**src/rtl/fib_arbiter.sv**
```systemverilog
// -----------------------------------------------------------------------------
// fib_arbiter
//
// Shares one fib unit among NUM_REQ requesters. A round-robin arbiter picks a
// requester in IDLE, the sequencer pulses fib_go with the latched operand,
// waits for a fresh fib_done and hands result/overflow back to the winner with
// a one-cycle resp_valid pulse. A watchdog aborts jobs whose done never shows.
//
// Ports:
//   clk           rising-edge clock
//   rst           asynchronous active-low reset
//   req           per-requester level request
//   req_n         packed operands, requester i at [i*INPUT_WIDTH +: INPUT_WIDTH]
//   ack           one-hot one-cycle acceptance pulse
//   resp_valid    one-hot one-cycle response pulse
//   resp_result   result of the last completed job
//   resp_overflow overflow flag of the last completed job
//   resp_error    1 = last job was aborted by the watchdog
//   busy          1 in every state except IDLE
//   fib_go        go pulse to the fib unit
//   fib_n         operand to the fib unit, stable for the whole job
//   fib_result    result from the fib unit
//   fib_overflow  overflow from the fib unit
//   fib_done      done from the fib unit
// -----------------------------------------------------------------------------
module fib_arbiter #(
  parameter int NUM_REQ        = 4,
  parameter int INPUT_WIDTH    = 6,
  parameter int OUTPUT_WIDTH   = 32,
  parameter int TIMEOUT_CYCLES = 1024
) (
  input  logic                           clk,
  input  logic                           rst,
  input  logic [NUM_REQ-1:0]             req,
  input  logic [NUM_REQ*INPUT_WIDTH-1:0] req_n,
  output logic [NUM_REQ-1:0]             ack,
  output logic [NUM_REQ-1:0]             resp_valid,
  output logic [OUTPUT_WIDTH-1:0]        resp_result,
  output logic                           resp_overflow,
  output logic                           resp_error,
  output logic                           busy,
  output logic                           fib_go,
  output logic [INPUT_WIDTH-1:0]         fib_n,
  input  logic [OUTPUT_WIDTH-1:0]        fib_result,
  input  logic                           fib_overflow,
  input  logic                           fib_done
);

  localparam int ID_W = (NUM_REQ > 1) ? $clog2(NUM_REQ) : 1;
  localparam int WD_W = (TIMEOUT_CYCLES > 1) ? $clog2(TIMEOUT_CYCLES + 1) : 1;
  localparam logic [WD_W-1:0]    WD_LIMIT  = WD_W'(TIMEOUT_CYCLES);
  localparam logic [ID_W-1:0]    LAST_INIT = ID_W'(NUM_REQ - 1);
  localparam logic [NUM_REQ-1:0] ONE_HOT0  = NUM_REQ'(1);

  typedef enum logic [2:0] {
    S_IDLE,
    S_LAUNCH,
    S_WAIT_CLR,
    S_WAIT_DONE,
    S_RESPOND
  } state_t;

  state_t                   r_state;
  logic [ID_W-1:0]          r_last;
  logic [ID_W-1:0]          r_id;
  logic [WD_W-1:0]          r_wdCnt;
  logic [NUM_REQ-1:0]       r_ack;
  logic [NUM_REQ-1:0]       r_respValid;
  logic [OUTPUT_WIDTH-1:0]  r_respResult;
  logic                     r_respOverflow;
  logic                     r_respError;
  logic                     r_busy;
  logic                     r_fibGo;
  logic [INPUT_WIDTH-1:0]   r_fibN;

  logic                     w_found;
  logic [ID_W-1:0]          w_grantId;
  logic [ID_W-1:0]          w_idx;
  logic [INPUT_WIDTH-1:0]   w_grantN;
  logic [WD_W-1:0]          w_wdNext;
  logic                     w_wdExpired;

  // Round-robin search: start just after the last served requester and take
  // the first active request, wrapping modulo NUM_REQ.
  always_comb begin
    w_found   = 1'b0;
    w_grantId = '0;
    w_idx     = '0;
    for (int k = 1; k <= NUM_REQ; k++) begin
      w_idx = ID_W'((int'(r_last) + k) % NUM_REQ);
      if (!w_found && req[w_idx]) begin
        w_found   = 1'b1;
        w_grantId = w_idx;
      end
    end
  end

  assign w_grantN = req_n[w_grantId*INPUT_WIDTH +: INPUT_WIDTH];

  // The limit is compared against the incremented count so the abort lands
  // exactly TIMEOUT_CYCLES cycles after entering WAIT_CLR.
  assign w_wdNext    = r_wdCnt + 1'b1;
  assign w_wdExpired = (TIMEOUT_CYCLES != 0) && (w_wdNext == WD_LIMIT);

  // Sequencer FSM. ack, fib_go and resp_valid default low each cycle so they
  // come out as single-cycle pulses; everything else holds until rewritten.
  always_ff @(posedge clk or negedge rst) begin
    if (!rst) begin
      r_state        <= S_IDLE;
      r_last         <= LAST_INIT;
      r_id           <= '0;
      r_wdCnt        <= '0;
      r_ack          <= '0;
      r_respValid    <= '0;
      r_respResult   <= '0;
      r_respOverflow <= 1'b0;
      r_respError    <= 1'b0;
      r_busy         <= 1'b0;
      r_fibGo        <= 1'b0;
      r_fibN         <= '0;
    end else begin
      r_ack       <= '0;
      r_respValid <= '0;
      r_fibGo     <= 1'b0;
      case (r_state)
        S_IDLE: begin
          if (w_found) begin
            r_id    <= w_grantId;
            r_fibN  <= w_grantN;
            r_ack   <= ONE_HOT0 << w_grantId;
            r_fibGo <= 1'b1;
            r_busy  <= 1'b1;
            r_state <= S_LAUNCH;
          end
        end
        S_LAUNCH: begin
          r_wdCnt <= '0;
          r_state <= S_WAIT_CLR;
        end
        // A done still high here belongs to the previous job; wait for it
        // to drop before trusting the next rise.
        S_WAIT_CLR: begin
          r_wdCnt <= w_wdNext;
          if (w_wdExpired) begin
            r_respResult   <= '0;
            r_respOverflow <= 1'b0;
            r_respError    <= 1'b1;
            r_respValid    <= ONE_HOT0 << r_id;
            r_state        <= S_RESPOND;
          end else if (!fib_done) begin
            r_state <= S_WAIT_DONE;
          end
        end
        // Completion is checked before the watchdog so a done arriving on
        // the limit cycle still counts as success.
        S_WAIT_DONE: begin
          r_wdCnt <= w_wdNext;
          if (fib_done) begin
            r_respResult   <= fib_result;
            r_respOverflow <= fib_overflow;
            r_respError    <= 1'b0;
            r_respValid    <= ONE_HOT0 << r_id;
            r_state        <= S_RESPOND;
          end else if (w_wdExpired) begin
            r_respResult   <= '0;
            r_respOverflow <= 1'b0;
            r_respError    <= 1'b1;
            r_respValid    <= ONE_HOT0 << r_id;
            r_state        <= S_RESPOND;
          end
        end
        S_RESPOND: begin
          r_last  <= r_id;
          r_busy  <= 1'b0;
          r_state <= S_IDLE;
        end
        default: begin
          r_busy  <= 1'b0;
          r_state <= S_IDLE;
        end
      endcase
    end
  end

  assign ack           = r_ack;
  assign resp_valid    = r_respValid;
  assign resp_result   = r_respResult;
  assign resp_overflow = r_respOverflow;
  assign resp_error    = r_respError;
  assign busy          = r_busy;
  assign fib_go        = r_fibGo;
  assign fib_n         = r_fibN;

endmodule

```
**config.mk**
```make
export PLATFORM = sky130hd
export DESIGN_NAME = fib_arbiter
export DESIGN_NICKNAME = d
export VERILOG_FILES = /design/src/rtl/fib_arbiter.sv
export SDC_FILE = /design/constraint.sdc
export NUM_CORES = 1
export LEC_CHECK = 0
export ABC_AREA = 0
export CORE_ASPECT_RATIO = 1.1
export CORE_MARGIN = 1.5
export CORE_UTILIZATION = 48
export CTS_CLUSTER_SIZE = 14
export DETAILED_ROUTE_END_ITERATION = 10
export PLACE_DENSITY = 0.85
export RECOVER_POWER = 25
export SKIP_LAST_GASP = 1
export SYNTH_ARGS = -nofsm -noshare
export SYNTH_HDL_FRONTEND = slang
export SYNTH_SLANG_ARGS = --single-unit
```
**constraint.sdc**
```tcl
create_clock -name clk -period 5.6 [get_ports clk]
set_input_delay 0.84 -clock clk [delete_from_list [all_inputs] [get_ports clk]]
set_output_delay 0.84 -clock clk [all_outputs]
set_load 0.02 [all_outputs]
```
==> summary.txt <==
STA
  – Setup Skew: 0.0141 ns
  – Slew Limit Fails: 0
  – Fin crit share: 0.531
  – Worst rel slew slack: 0.174
  – Transition time of the tightest slew-check pin: 1.23 ns
  – Fmax: 337 MHz
  – Post-Route Setup TNS: 0 ns
  – Period minus WS final: 2.97 ns
  – RSZ-0062 raised after global routing: false
  – Hold Vio Cnt, Final: 0
  – Final setup viols: 0

Global route
  – Global route overflow: 0
  – First-pass GRT wire length: 12,300 µm
  – Vias in the first global route: 2,607
  – Total Routing Usage GR: 0.226
  – Met3 GRT Util: 0.0649
  – GRT busiest layer: met2
  – Largest net degree at the start of global routing: 69
  – Grt met2 use: 0.377
  – Met1 usage: 0.273
  – Initial antenna violation count: 0

Route
  – 1st-pass router iterations: 5
  – WL per Instance: 15.6 µm
  – Final WL: 7780 µm
  – DRC Markers: 0
  – Via Count: 2,733
  – Vias/cell: 5.48
  – Final ANT Viol Nets: 0
  – DRT iter0 DRCs: 144

Cells and area
  – ANT cells: 0
  – Layout Area Growth over Synthesis: 44.2%
  – Layout cells sized above 1: 0.106
  – Post-route cell area: 0.00463 mm²
  – NumNets Final: 477

Synth
  – Sequential-to-total area share from yosys stat: 0.531
  – Area of the mapped netlist: 0.00321 mm²
  – Synth cell types: 45
  – Synth async-reset ratio: 1.00
  – Post-synth EDFFs: 0
  – Flops & latches, synth: 68
  – Post-Syn Instances: 303
  – Cell taking the most area after synthesis: dfrtp_1
  – Synth warnings: 0
  – Synth top area cells: dfrtp_1, mux2i_1, nor2_1, o21ai_0, nand2_1
  – Avg Cell Area, Syn: 10.6 µm²
  – Ys flop type: dfrtp_1
  – Syn Nets: 368
  – Area fraction of the dominant cell type after synthesis: 0.515
  – Most common cell in the netlist: dfrtp_1
  – Synth cell count leaders: dfrtp_1, mux2i_1, nor2_1

CTS
  – Clock Tree Buf Depth: 2
  – TritonCTS clock tree: yes
  – Post-CTS Setup Repair Bufs: 0
  – Post-CTS Resized: 0
  – CTS Buf Count: 9
  – CTS Hold Bufs: 0
  – Clock latency on the worst-skew pair: 0.35 ns
  – Root Buffer: clkbuf_8
  – Sinks on Clock Net: 68
  – H-tree depth: 3
  – Clock transition at path regs: 0.08 ns

Place
  – HPWL after detailed placement: 5290 µm
  – Port bufs: 113
  – Placed inst area: 0.00437 mm²
  – Global placement routability congestion: 0.771

Worst hold path
  – HP Class: reg -> reg
  – Hold path depth: 1

Pwr
  – Switching Share: 0.374
  – Sequential share of power: 0.336
  – Pwr Density: 528 mW/mm²
  – Combinational Power Share: 0.455
  – Net Switching: 0.000915 W
  – P_int: 0.00153 W
  – Leakage power: 2.17 nW
  – Power share of the clock group: 0.209
  – Maximum vdd drop: 0.000250 V
  – Pwr Total: 0.00245 W

Floorplanning
  – Die W: 81.0 µm
  – Initial core utilization: 0.493
  – IO Count: 114
  – Site Rows: 31
  – Die height: 88.8 µm
  – Die ar.: 0.00719 mm²
  – Core area: 0.00652 mm²

Worst setup path
  – Worst EP arrival: 3.18 ns
  – Critical Path Fanout Max: 35
  – Worst reg-to-reg path cell count: 4
  – R2R setup slack: 2.63 ns
  – CP startpoint kind: register
  – Worst Setup SP: r_state[2]
  – FF-to-FF Start: r_state[2]
  – WS Path Type: reg -> reg
  – Worst setup path end: resp_result[20]
  – Worst EP required: 5.81 ns
  – Reg2reg end: resp_result[20]
  – Critical Path End Type: register

Job
  – Max Cap Viol: 0

Status
  – Outcome: completed
-- placed cells by master (no fill, tap or decap), drive strengths merged, types with 5 or more instances in the layout --
| cell | netlist | layout |
|---|---|---|
| clkdlybuf4s50 | 0 | 112 |
| nand2 | 25 | 25 |
| mux2 | 8 | 8 |
| o211ai | 6 | 6 |
| nor2 | 47 | 47 |
| clkbuf | 10 | 11 |
| o21ai | 22 | 22 |
| dfrtp | 66 | 66 |
| inv | 5 | 5 |
| nand3 | 17 | 17 |
| mux2i | 40 | 40 |
-- logic make-up after synthesis --
| family | share of synthesized area |
|---|---|
| compound gates | 0.0936 |
| xor+xnor | 0.00546 |
| fa+ha+maj | 0.00390 |
| buf+inv | 0.0331 |
| flops | 0.531 |
| mux | 0.153 |
| simple gates | 0.180 |
-- critical path, stage by stage, from the launching register on --
cell and delay, ns:
dfrtp_1 0.43, nor2b_1 0.75, nand3_2 1.02, mux2i_1 0.49, nor2_1 0.11
-- cell type report --
type                       count  area [µm²]
multi-input combinational    213        1400
clock inverter                 5         108
sequential                    68        1700
fill                         466        1890
inverter                       5        18.8
tap                           82         103
clock buffer                  11         151
timing repair buffer         115        1140
-- flip-flops by register name, indices dropped and copies added, names as in the netlist --
register	count
r_last	2
busy	1
resp_overflow	1
resp_result	32
r_state	3
fib_go	1
fib_n	6
r_id	2
resp_error	1
ack	4
resp_valid	4
r_wdCnt	11
-- worst min path at each step --
stage,slack (ns),endpoint,startpoint
final,0.49,resp_error,resp_error
after floorplan,0.47,r_wdCnt[2],r_wdCnt[2]
after global routing,0.52,resp_error,resp_error
after detailed placement,0.47,resp_error,resp_error
after global placement,0.46,resp_error,resp_error
after CTS,0.49,resp_error,resp_error
-- power groups by stage --
stage / Clock [W] / Sequential [W] / Combinational (W)
after floorplan: 0 / 0.00100 / 0.000443
after detailed placement: 0 / 0.000824 / 0.00111
after global placement: 0 / 0.000816 / 0.00107
after CTS: 0.000516 / 0.000822 / 0.00112
after global routing: 0.000539 / 0.000846 / 0.00121
final: 0.000510 / 0.000822 / 0.00111
-- metal layers --
layer | up-vias | share of wire
met3 | 10 | 0.091
met5 | - | 0
li1 | 1284 | -
met4 | 0 | 0.012
met1 | 1319 | 0.41
met2 | 120 | 0.49
-- stage by stage --
step,std cells,worst slack (ns),hold slack [ns],utilization
2_1_floorplan,303,3.37,0.470,-
3_3_place_gp,483,2.49,0.462,0.671
3_5_place_dp,483,2.35,0.466,0.671
4_1_cts,499,2.64,0.490,0.710
5_1_grt,499,2.41,0.522,0.710
6_report,499,2.63,0.486,0.710
Note: power is estimated with default switching activity, not from simulation.
